<file path="src/rtl/game_logic.sv">
// game_logic: controller for the letter-guessing word game.
// It latches a 5-letter word and sweeps each new guess across the five letter positions.
// It tracks revealed positions, the correct count and the mistake count.
// The game ends when all 5 letters are revealed or after 6 mistakes.
module game_logic #(
   parameter int unsigned RED_CYCLES = 8
) (
   input  logic        clk,
   input  logic        nRst,
   input  logic [39:0] setWord,
   input  logic [7:0]  guess,
   input  logic        toggle_state,
   output logic [7:0]  letter,
   output logic        green,
   output logic        red,
   output logic        red_busy,
   output logic        mistake,
   output logic        game_rdy,
   output logic [2:0]  incorrect,
   output logic [2:0]  correct,
   output logic [4:0]  indexCorrect,
   output logic        gameEnd
);

   localparam int unsigned WORD_W = 40;
   localparam int unsigned CHAR_W = 8;
   localparam int unsigned CNT_W  = 3;
   localparam int unsigned POS_N  = 5;
   localparam int unsigned RED_W  = 4;
   localparam logic [CNT_W-1:0] MAX_CORRECT   = CNT_W'(5);
   localparam logic [CNT_W-1:0] MAX_INCORRECT = CNT_W'(6);

   typedef enum logic [2:0] {
      SET  = 3'd0,
      L0   = 3'd1,
      L1   = 3'd2,
      L2   = 3'd3,
      L3   = 3'd4,
      L4   = 3'd5,
      STOP = 3'd6,
      IDLE = 3'd7
   } state_t;

   state_t              state, state_nx;
   logic [WORD_W-1:0]   word, word_nx;
   logic [CHAR_W-1:0]   last_guess, last_nx;
   logic                hit, hit_nx;
   logic [POS_N-1:0]    idx_nx;
   logic [CNT_W-1:0]    corr_nx, inc_nx;
   logic                green_nx, mistake_nx;
   logic [RED_W-1:0]    red_cnt, red_cnt_nx;
   logic [CHAR_W-1:0]   cur_byte, letter_nx;
   logic [POS_N-1:0]    cur_mask;

   // Word byte compared in a given sweep state (zero outside the sweep)
   function automatic logic [CHAR_W-1:0] byte_at(input state_t s, input logic [WORD_W-1:0] w);
      logic [CHAR_W-1:0] b;
      case (s)
         L0:      b = w[7:0];
         L1:      b = w[15:8];
         L2:      b = w[23:16];
         L3:      b = w[31:24];
         L4:      b = w[39:32];
         default: b = '0;
      endcase
      return b;
   endfunction

   // One-hot position mask for a given sweep state
   function automatic logic [POS_N-1:0] mask_at(input state_t s);
      logic [POS_N-1:0] m;
      case (s)
         L0:      m = 5'b00001;
         L1:      m = 5'b00010;
         L2:      m = 5'b00100;
         L3:      m = 5'b01000;
         L4:      m = 5'b10000;
         default: m = '0;
      endcase
      return m;
   endfunction

   // State register
   always_ff @(posedge clk or negedge nRst) begin
      if (!nRst) state <= SET;
      else       state <= state_nx;
   end

   // Next-state and next datapath values
   always_comb begin
      state_nx   = state;
      word_nx    = word;
      last_nx    = last_guess;
      hit_nx     = hit;
      idx_nx     = indexCorrect;
      corr_nx    = correct;
      inc_nx     = incorrect;
      green_nx   = green;
      mistake_nx = 1'b0;
      red_cnt_nx = (red_cnt != '0) ? red_cnt - RED_W'(1) : '0;
      cur_byte   = byte_at(state, word);
      cur_mask   = mask_at(state);

      case (state)
         SET: begin
            if (toggle_state) begin
               word_nx  = setWord;
               state_nx = IDLE;
            end
         end
         IDLE: begin
            if (!red_busy && guess != '0 && guess != last_guess) begin
               last_nx  = guess;
               hit_nx   = 1'b0;
               state_nx = L0;
            end
         end
         L0, L1, L2, L3, L4: begin
            if (guess == cur_byte) begin
               hit_nx = 1'b1;
               if ((indexCorrect & cur_mask) == '0) begin
                  idx_nx  = indexCorrect | cur_mask;
                  corr_nx = correct + CNT_W'(1);
               end
            end
            case (state)
               L0:      state_nx = L1;
               L1:      state_nx = L2;
               L2:      state_nx = L3;
               L3:      state_nx = L4;
               default: begin
                  // End of sweep: verdict uses this cycle's updates
                  if (hit_nx) begin
                     green_nx = 1'b1;
                  end else begin
                     green_nx   = 1'b0;
                     inc_nx     = (incorrect >= MAX_INCORRECT) ? MAX_INCORRECT : incorrect + CNT_W'(1);
                     mistake_nx = 1'b1;
                     red_cnt_nx = RED_W'(RED_CYCLES);
                  end
                  state_nx = (corr_nx == MAX_CORRECT || inc_nx == MAX_INCORRECT) ? STOP : IDLE;
               end
            endcase
         end
         STOP: begin
            if (toggle_state) begin
               word_nx  = '0;
               last_nx  = '0;
               hit_nx   = 1'b0;
               idx_nx   = '0;
               corr_nx  = '0;
               inc_nx   = '0;
               green_nx = 1'b0;
               state_nx = SET;
            end
         end
         default: state_nx = SET;
      endcase

      letter_nx = byte_at(state_nx, word_nx);
   end

   // Datapath and registered outputs
   always_ff @(posedge clk or negedge nRst) begin
      if (!nRst) begin
         word         <= '0;
         last_guess   <= '0;
         hit          <= 1'b0;
         indexCorrect <= '0;
         correct      <= '0;
         incorrect    <= '0;
         green        <= 1'b0;
         mistake      <= 1'b0;
         red_cnt      <= '0;
         red          <= 1'b0;
         red_busy     <= 1'b0;
         letter       <= '0;
         game_rdy     <= 1'b0;
         gameEnd      <= 1'b0;
      end else begin
         word         <= word_nx;
         last_guess   <= last_nx;
         hit          <= hit_nx;
         indexCorrect <= idx_nx;
         correct      <= corr_nx;
         incorrect    <= inc_nx;
         green        <= green_nx;
         mistake      <= mistake_nx;
         red_cnt      <= red_cnt_nx;
         red          <= (red_cnt_nx != '0);
         red_busy     <= (red_cnt_nx != '0);
         letter       <= letter_nx;
         game_rdy     <= (state_nx == IDLE);
         gameEnd      <= (state_nx == STOP);
      end
   end

endmodule

</file>
<file path="config.mk">
export PLATFORM = sky130hd
export DESIGN_NAME = game_logic
export DESIGN_NICKNAME = d
export VERILOG_FILES = /design/src/rtl/game_logic.sv
export SDC_FILE = /design/constraint.sdc
export NUM_CORES = 1
export LEC_CHECK = 0
export CORE_MARGIN = 4
export CORE_UTILIZATION = 53
export DETAILED_ROUTE_END_ITERATION = 10
export PLACE_DENSITY_LB_ADDON = 0.15
export SLEW_MARGIN = 5
export SYNTH_ARGS = -nofsm -noshare
export SYNTH_HDL_FRONTEND = slang
export SYNTH_SLANG_ARGS = --single-unit
</file>
<file path="constraint.sdc">
create_clock -name clk -period 3 [get_ports clk]
set_input_delay 0.75 -clock clk [delete_from_list [all_inputs] [get_ports clk]]
set_output_delay 0.75 -clock clk [all_outputs]
set_load 0.01 [all_outputs]
</file>
==> results of run 1 <==
-- area by class of cell --
class                   count  area share
multi-input cells         278       0.379
well taps                 102      0.0238
inverters                   3     0.00210
flip-flops and latches     80       0.374
clock buffers              13      0.0296
clock inverters             2     0.00723
repair buffers            102       0.184
-- cells in the mapped netlist, types with 3 or more instances --
master,instances,area share
buf_2,4,0.0048
o21ai_0,12,0.014
or3_1,3,0.0045
nand3b_1,13,0.023
nand3_1,6,0.0072
a21oi_1,21,0.025
inv_1,3,0.0027
nor3_1,7,0.0084
dfrtp_1,80,0.48
mux2_2,9,0.024
o221ai_1,4,0.0084
xor2_1,6,0.013
buf_4,3,0.0054
a221o_1,9,0.022
a22o_1,49,0.10
nor2b_1,5,0.0075
nand2_1,31,0.028
clkbuf_1,21,0.019
o31ai_1,5,0.0090
o211ai_1,3,0.0054
mux2i_1,16,0.038
nand2b_1,10,0.015
nor2_1,18,0.016
a21o_1,3,0.0054
xnor2_1,9,0.019
buf_1,4,0.0036
-- cell families after synthesis --
kind of cell,after synthesis,synth area share
buffers and inverters,36,0.0380
adder cells (fa/ha/maj),2,0.00599
XOR/XNOR,15,0.0314
multiplexers,27,0.0715
AND/OR/NAND/NOR,109,0.142
flip-flops,80,0.479
AO/OA/AOI/OAI,125,0.233
-- flip-flops by register name, indices dropped and copies added (netlist names), 3 cells and up --
name,count
red_cnt,4
incorrect,3
letter,8
last_guess,8
state,3
correct,3
word,40
indexCorrect,5
-- report_power, final --
part	internal [W]	switching, W	total (W)
registers	0.00149	0.000419	0.00191
clock network	0.000428	0.000376	0.000803
logic	0.00124	0.00121	0.00245
-- routing by layer --
| metal | up-vias | routed length, um |
|---|---|---|
| li1 | 1652 | - |
| met3 | 23 | 647 |
| met4 | 0 | 336 |
| met5 | - | 0 |
| met2 | 125 | 5400 |
| met1 | 1767 | 4500 |
-- final timing paths --
kind / startpoint / to / slack (ns) / cells past startpoint
setup / recovery: state[0] / correct[1] / 0.17 / 8
hold / removal: nRst / red_cnt[3] / 0.36 / 1
setup reg to reg: state[0] / correct[1] / 0.17 / 8
hold reg to reg: green / green / 0.50 / 2
max in group asynchronous: nRst / letter[1] / 2.03 / 2
min in group clk: green / green / 0.50 / 2
-- per-stage QoR --
stage / power [W] / area (sq um) / instances / setup WS (ns)
2_1_floorplan: 0.00348 / 4180 / 394 / 0.310
3_3_place_gp: 0.00428 / 5160 / 565 / 0.0231
3_5_place_dp: 0.00434 / 5160 / 565 / -0.0516
4_1_cts: 0.00515 / 5350 / 580 / 0.143
5_1_grt: 0.00549 / 5360 / 580 / 0.0590
6_report: 0.00516 / 5360 / 580 / 0.172
-- what timing repair did --
action / CTS / global route
setup endpoints to repair: 0 / 9
resized for setup: 0 / 2
hold buffers: 0 / 0
-- cell usage in the layout, fill, tap and decap left out, types with 3 or more instances in the layout --
cell              n
xnor2_1           9
o31ai_1           5
buf_12            3
o211ai_1          3
a21oi_1          21
nand3_1           6
nor2_1           17
dfrtp_1          78
nand2b_1         10
o221ai_1          4
a221o_1           9
xor2_1            6
mux2i_1          16
buf_4            25
nor2b_1           5
o21ai_0          11
clkbuf_8         11
inv_1             3
nand2_1          31
or3_1             3
clkdlybuf4s50_1  74
a22o_1           49
mux2_2            9
nand3b_1         13
a21o_1            3
nor3_1            7
-- worst max-delay path, delay by kind of cell, from the launching register on --
kind                   cells  cell delay [ns]
AO/OA/AOI/OAI              3             0.94
buffers and inverters      1             0.28
AND/OR/NAND/NOR            3             0.69
multiplexers               1             0.35
flip-flops                 1             0.49
==> metrics.txt, run 1 <==
status finished, final reports clean; Seq/Total Area, Yosys 0.479; Port Buffer Count 75; maximum vdd drop 0.409 mV; CTS Buf Count 9; CP peak stage delay 0.49 ns; Final Hold Viols 0; worst clock skew 0.00643 ns; top_reg_cell synth dfrtp_1; max-slew violation count 0; ratio of final minimum period to clock period 0.943; Netlist cell types 54; M2 GR Usage 0.403; GRT busiest layer met2; Final ANT Viol Nets 0; Synth Instances 394; H-tree depth 3; Die Height 96.8 um; Total GRT Usage 0.239; Worst Tran Pin Value 0.966 ns; GP Congestion 0.873; Nets 527; die width 96.8 um; RSZ-0062 raised after global routing no; starting density of the core 0.544; CP Capture Type flip-flop; Fmax 354 MHz; worst skew pair latency 0.36 ns; synthesis-to-layout area growth 28.3%; Max-Cap Viols 0; crit path cell chain buf_4 > mux2i_1 > nor2_1 > o311a_1 > a2111oi_2 > nand3_1 > or3b_1 > a31oi_1; sequential cell area 2000 sq um; Root Buffer clkbuf_8; first-pass GRT wire length 17,900 um; Clock Sinks 80; Pre-antenna DRT Iters 5; largest fanout on the critical path 17; critical setup path kind flip-flop to flip-flop; Tmin final 2.83 ns; Core Util, Final 0.697; num rows 32; pin count of the biggest net entering global routing 44; setup tns final 0 ns; Worst EP required 3.28 ns; die area 9370 sq um; DRT iter0 DRCs 218; CTS tree built; # diodes 0; final WL 10,900 um; vias per cell 6.15; Startpoint Class flip-flop; IO Pins 76; Residual DRC 0; grt met1 use 0.299; post-synth net total 447; CP max stage cell dfrtp_2; initial antenna violation count 0; DR WL/cell 18.8 um; arrival time of the worst setup path 3.11 ns; detailed placer's ending HPWL 8050 um; via count 3,567; Worst Hold Class input pin to asynchronous set/reset pin; final setup fails 0; Post-Syn Area 4180 sq um; gr ovfl total 0; PwrDens 963 nW/um^2; Fin Hold WS 0.361 ns; Synth Register Bits 80; static leakage 2.32 nW; max_slew headroom 0.356; mean post-synth cell area 10.6 sq um; fillers 601; area of the multi-input gates 2030 sq um; Post-synth ARST share 1.00; Core ar. 7690 sq um; clock slew at reported path FFs 0.08 ns; Bufs on Longest Clock Path 2; YS warnings 0; EDFF count, synth 0; met3 usage 0.0526; vias in the first global route 3,542; setup repair bufs after CTS 0; layout cells sized above 1 0.123
Note: power is estimated with default switching activity, not from simulation.
==> run 2, diff against run 1 <==
SKIP_LAST_GASP = 1   (was not set)
==> results of run 2 <==
Same layout as run 1: the final DEF is identical, and so are final timing and power.
==> run 3, diff against run 2 <==
ABC_AREA = 0   (was not set)
SLEW_MARGIN = not set   (was 5)
==> results of run 3 <==
Same layout as run 1: the final DEF is identical, and so are final timing and power.
